===== config.mk =====
export PLATFORM = sky130hd
export DESIGN_NAME = instr_fetch_queue
export DESIGN_NICKNAME = d
export VERILOG_FILES = /design/src/rtl/if_pkg.sv /design/src/rtl/instr_fetch_queue_sync_fifo.sv /design/src/rtl/instr_fetch_queue.sv
export SDC_FILE = /design/constraint.sdc
export NUM_CORES = 1
export LEC_CHECK = 0
export ABC_AREA = 1
export BUFFER_PORTS_ARGS = -buffer_cell sky130_fd_sc_hd__buf_2
export CAP_MARGIN = 20
export CORE_ASPECT_RATIO = 1.1
export CORE_MARGIN = 5
export CORE_UTILIZATION = 40
export DETAILED_ROUTE_END_ITERATION = 10
export PLACE_DENSITY = 0.55
export SLEW_MARGIN = 20
export SYNTH_ARGS = -nofsm -noshare
export SYNTH_HDL_FRONTEND = slang
export SYNTH_SLANG_ARGS = --single-unit

===== constraint.sdc =====
create_clock -name clk -period 4.4 [get_ports clk]
set_input_delay 0.66 -clock clk [delete_from_list [all_inputs] [get_ports clk]]
set_output_delay 0.66 -clock clk [all_outputs]
set_load 0.02 [all_outputs]

===== src/rtl/if_pkg.sv =====
// Shared fetch-stage definitions: datapath width, default queue depth and the
// {pc, instr} entry layout carried from fetch to issue.
package if_pkg;

  localparam int unsigned IF_XLEN  = 32;
  localparam int unsigned IF_DEPTH = 8;

  typedef struct packed {
    logic [IF_XLEN-1:0] pc;
    logic [IF_XLEN-1:0] instr;
  } fq_entry_t;

endpackage


===== src/rtl/instr_fetch_queue_sync_fifo.sv =====
// Generic synchronous FIFO with separate occupancy counter, flush, and a
// registered head view that reads zero when empty.
module sync_fifo #(
  parameter int unsigned WIDTH = 64,
  parameter int unsigned DEPTH = 8,
  localparam int unsigned AW = $clog2(DEPTH),
  localparam int unsigned CW = AW + 1
) (
  input  logic             clk,
  input  logic             reset,
  input  logic             push,
  input  logic [WIDTH-1:0] push_data,
  input  logic             pop,
  input  logic             flush,
  output logic [CW-1:0]    count,
  output logic [WIDTH-1:0] head,
  output logic             empty
);

  logic [WIDTH-1:0] mem [DEPTH];
  logic [AW-1:0]    wr_ptr;
  logic [AW-1:0]    rd_ptr;
  logic [CW-1:0]    count_q;
  logic             do_push;
  logic             do_pop;

  // Flush dominates both push and pop.
  assign do_push = push & ~flush;
  assign do_pop  = pop & ~flush & (count_q != '0);

  always_ff @(posedge clk or posedge reset) begin
    if (reset) begin
      wr_ptr  <= '0;
      rd_ptr  <= '0;
      count_q <= '0;
    end else if (flush) begin
      wr_ptr  <= '0;
      rd_ptr  <= '0;
      count_q <= '0;
    end else begin
      if (do_push) wr_ptr <= wr_ptr + AW'(1);
      if (do_pop)  rd_ptr <= rd_ptr + AW'(1);
      count_q <= count_q + CW'(do_push) - CW'(do_pop);
    end
  end

  always_ff @(posedge clk) begin
    if (do_push) mem[wr_ptr] <= push_data;
  end

  assign count = count_q;
  assign empty = (count_q == '0);
  assign head  = empty ? '0 : mem[rd_ptr];

  a_count_range: assert property (@(posedge clk) disable iff (reset)
    count_q <= CW'(DEPTH));

  a_no_push_full: assert property (@(posedge clk) disable iff (reset)
    !(do_push && (count_q == CW'(DEPTH))));

endmodule


===== src/rtl/instr_fetch_queue.sv =====
// Fetch queue: pairs each synchronous imem read with the PC that produced it,
// buffers the pairs in order and throttles the PC via fq_stall_o.
module instr_fetch_queue
  import if_pkg::*;
#(
  parameter int unsigned XLEN  = IF_XLEN,
  parameter int unsigned DEPTH = IF_DEPTH
) (
  input  logic                   clk,
  input  logic                   reset,
  input  logic [XLEN-1:0]        pc_i,
  input  logic                   pc_hold_i,
  input  logic [XLEN-1:0]        imem_rdata_i,
  input  logic                   flush_i,
  output logic                   fq_stall_o,
  output logic                   issue_valid_o,
  output logic [XLEN-1:0]        issue_pc_o,
  output logic [XLEN-1:0]        issue_instr_o,
  input  logic                   issue_ready_i,
  output logic [$clog2(DEPTH):0] count_o
);

  localparam int unsigned CW = $clog2(DEPTH) + 1;

  logic            pend_q;
  logic [XLEN-1:0] pend_pc_q;
  logic            push;
  logic            pop;
  logic            fifo_empty;
  logic [CW-1:0]   count;
  logic [2*XLEN-1:0] head;

  // pend_q marks that this cycle's imem data belongs to pend_pc_q.
  always_ff @(posedge clk or posedge reset) begin
    if (reset) begin
      pend_q    <= 1'b0;
      pend_pc_q <= '0;
    end else begin
      pend_q    <= ~pc_hold_i & ~flush_i;
      pend_pc_q <= pc_i;
    end
  end

  assign push = pend_q & ~flush_i;
  assign pop  = issue_valid_o & issue_ready_i;

  // Counts the in-flight fetch and ignores same-cycle pops, so a push never
  // lands on a full FIFO and nothing depends on pc_hold_i combinationally.
  assign fq_stall_o = (({1'b0, count} + {{CW{1'b0}}, pend_q}) >= (CW+1)'(DEPTH));

  sync_fifo #(
    .WIDTH (2*XLEN),
    .DEPTH (DEPTH)
  ) u_fifo (
    .clk       (clk),
    .reset     (reset),
    .push      (push),
    .push_data ({pend_pc_q, imem_rdata_i}),
    .pop       (pop),
    .flush     (flush_i),
    .count     (count),
    .head      (head),
    .empty     (fifo_empty)
  );

  assign issue_valid_o = ~fifo_empty;
  assign issue_pc_o    = head[2*XLEN-1:XLEN];
  assign issue_instr_o = head[XLEN-1:0];
  assign count_o       = count;

endmodule


==> flow_summary.toml <==
[status]
status = "completed"

[cts]
hold_buffers = 0
cts-root-buf = "clkbuf_16"
htreeDepth = 2
cts_resized = 0
clk_pin_slew_ns = 0.06
cts_setup_buffers = 0
cts_tree = "yes"
clk_latency_ns = 0.61
cts_sinks = 555
cts_made_buffers = 57
cts_max_path_buffers = 3

[yosys]
seq_area_frac_synth_pct = 68.61
ys.warnings.count = 0
synth.most_common_cell = "nand2_1"
synthCells = 2339
syn_avg_cell_area_um2 = 10.25
async_flop_share_pct = 7.748
synth_area_leaders = "edfxtp_1, nand2_1, inv_1"
yosysUniqueCellTypes = 19
synth_top_cell_area_share_pct = 64.12
syn_area_um2 = 23980
synth_commonest_cells = "nand2_1, inv_1, edfxtp_1, nand3_1, nor2_1"
synth_compound_area_share_pct = 0.1670
synthXorXnorAreaFrac_pct = 0.07305
synth_top_family_by_area = "simple AND/OR/NAND/NOR gates"
synth-edff-count = 512
ys.flop_type = "edfxtp_1"
synth-simple-area-share_pct = 19.37
ys_ff_latch = 555
synth_fa_ha_area_share_pct = 0.6575
synth_nets = 2420
synth_mux_area_share_pct = 0
yosys.area.top_type = "edfxtp_1"

[drt]
drt_iter0_markers = 946
dr_total_vias = 15320
via_per_inst = 4.671
drt-pass1-iter-count = 5
wirelength_mm = 55.91
wire_per_inst_um = 17.05
drc = 0
final_antenna_net_count = 0

[placement]
pre_cts_ws_ns = 1.268
hpwl_mm = 28.99
io_buffers = 138
place_congestion = 0.7262
dp.cells = 3171

[cells_and_area]
layout-drive-gt1-share_pct = 10.79
fillCellCount = 5464
syn_to_final_growth_pct = 13.90
nets = 2543
instances_no_fill = 3280

[die]
initial_core_util_pct = 40.21
die_w_um = 243.4
dieArea_um2 = 64950
die_y_um = 266.8
io_pins = 139
core_area_um2 = 59630
num_rows = 94

[power]
p_leak_nw = 12.27
ir_drop_v = 0.0003548
power.total_mw = 14.41
powerDensity_nw_per_um2 = 527.5

[sta]
rsz0062_at_grt = "no"
worst_slack_ns = 0.8548
max_freq_ghz = 0.2821
fin_skew_ns = 0.01305
drv_slew = 0
finalHoldViolations = 0
slew_headroom_pct = 23.20
worst_slew_pin_slew_ns = 1.152
finalSetupViolCount = 0
period_minus_slack_ns = 3.545
fin_crit_sh_pct = 80.57
setup_tns_ns = 0

[worst_setup_path]
slowest_stage = "inv_6"
critPathBufInv = 3
critPathKind = "reg2out"
critical_path.cell_chain = "inv_6 -> buf_12 -> nand2_1 -> nand3_1 -> nand3_1 -> nand2_1 -> nor2_1 -> buf_2"
critPathMaxFanout = 108
crit_family = "buffers and inverters"
cp.required_ns = 3.74
critPathMaxStageDelay_ns = 0.62
worst-endpoint-arrival_ns = 2.89
cp-end-kind = "output pin"
worstSetupStartpointType = "flop"

[worst_hold_path]
hold_class = "in2async"

[job]
cap_violations = 0

[grt]
grt.overflow.total = 0
antenna_found_initial = 3
grt_pass1_wl_mm = 87.24
grt_pass1_vias = 15310
grt_max_degree = 201
grtUsageTotal_pct = 17.08
## registers in the layout (all words and copies together) (netlist names)
register / flops
u_fifo.count: 4
u_fifo.wr_ptr: 3
u_fifo.rd_ptr: 3
pend_q: 1
pend_pc_q: 32
u_fifo.mem: 512
## metrics by stage
step	cell area, µm²	hold slack, ns	utilization, %
after floorplan	23980	0.5195	-
after global placement	25410	0.5725	42.62
after detailed placement	25410	0.5819	42.62
after CTS	27310	0.1086	45.80
after global routing	27310	0.1094	45.80
final	27310	0.1482	45.80
## path summary, 6_finish.rpt
check	cells past startpoint	end	slack, ns	from
max in group asynchronous	3	pend_pc_q[0]	3.49	reset
worst min register to register	0	u_fifo.mem[2][50]	0.58	pend_pc_q[18]
min in group clk	1	pend_pc_q[13]	0.15	pc_i[13]
worst min-delay path	2	pend_pc_q[18]	0.15	reset
worst max register to register	11	u_fifo.count[2]	1.32	u_fifo.count[2]
worst max-delay path	8	issue_pc_o[28]	0.85	u_fifo.rd_ptr[0]
## kinds of logic (layout without fill, tap and decap cells)
group | count (synthesis) | after routing
compound gates | 8 | 8
xor+xnor | 2 | 2
fa+ha+maj | 12 | 12
buf+inv | 634 | 806
flops | 555 | 555
other cells | 0 | 1
simple gates | 1128 | 1128
## worst register-to-register path, delay by kind of cell, from the launching register on
kind                     cells  cell delay [ns]
AND/OR/NAND/NOR              4             1.18
adder cells (fa/ha/maj)      4             1.08
buffers and inverters        2             0.13
XOR/XNOR                     1             0.16
flip-flops                   1             0.42
## cell type report
cell class | count | area (µm²) | area share, %
Antenna cell | 1 | 2.502 | 0.009163
Clock buffer | 88 | 1664 | 6.093
Clock inverter | 20 | 229.0 | 0.8384
Inverter | 528 | 1989 | 7.285
Multi-Input combinational cell | 1150 | 4933 | 18.06
Sequential cell | 555 | 16460 | 60.28
Tap cell | 768 | 960.9 | 3.519
Timing Repair Buffer | 170 | 1069 | 3.913
## power by group
group	leakage [nW]	internal [mW]	switching, mW	total (mW)
logic	6.21	1.05	2.62	3.67
clock network	0.928	2.84	1.98	4.82
registers	5.13	5.83	0.0775	5.91
## placed cells by master (no fill, tap or decap), types with 8 or more instances in the layout
| master | Yosys | routed |
|---|---|---|
| nand2_1 | 658 | 658 |
| inv_1 | 527 | 525 |
| edfxtp_1 | 512 | 512 |
| nand3_1 | 327 | 326 |
| buf_2 | 65 | 138 |
| nor2_1 | 142 | 134 |
| clkbuf_16 | 0 | 58 |
| dfrtp_1 | 43 | 40 |
| buf_4 | 2 | 21 |
| clkbuf_1 | 2 | 20 |
| ha_1 | 11 | 11 |
| buf_12 | 0 | 11 |
| clkbuf_8 | 0 | 10 |
| clkinv_2 | 0 | 9 |
| nor2_4 | 0 | 8 |
## layer usage
layer	part of all wire, %	global-route usage, %
met4	2.1	4.356
met1	45	22.51
met2	49	29.92
met3	3.8	2.524
met5	0	0
(Power assumes the default switching activity.)
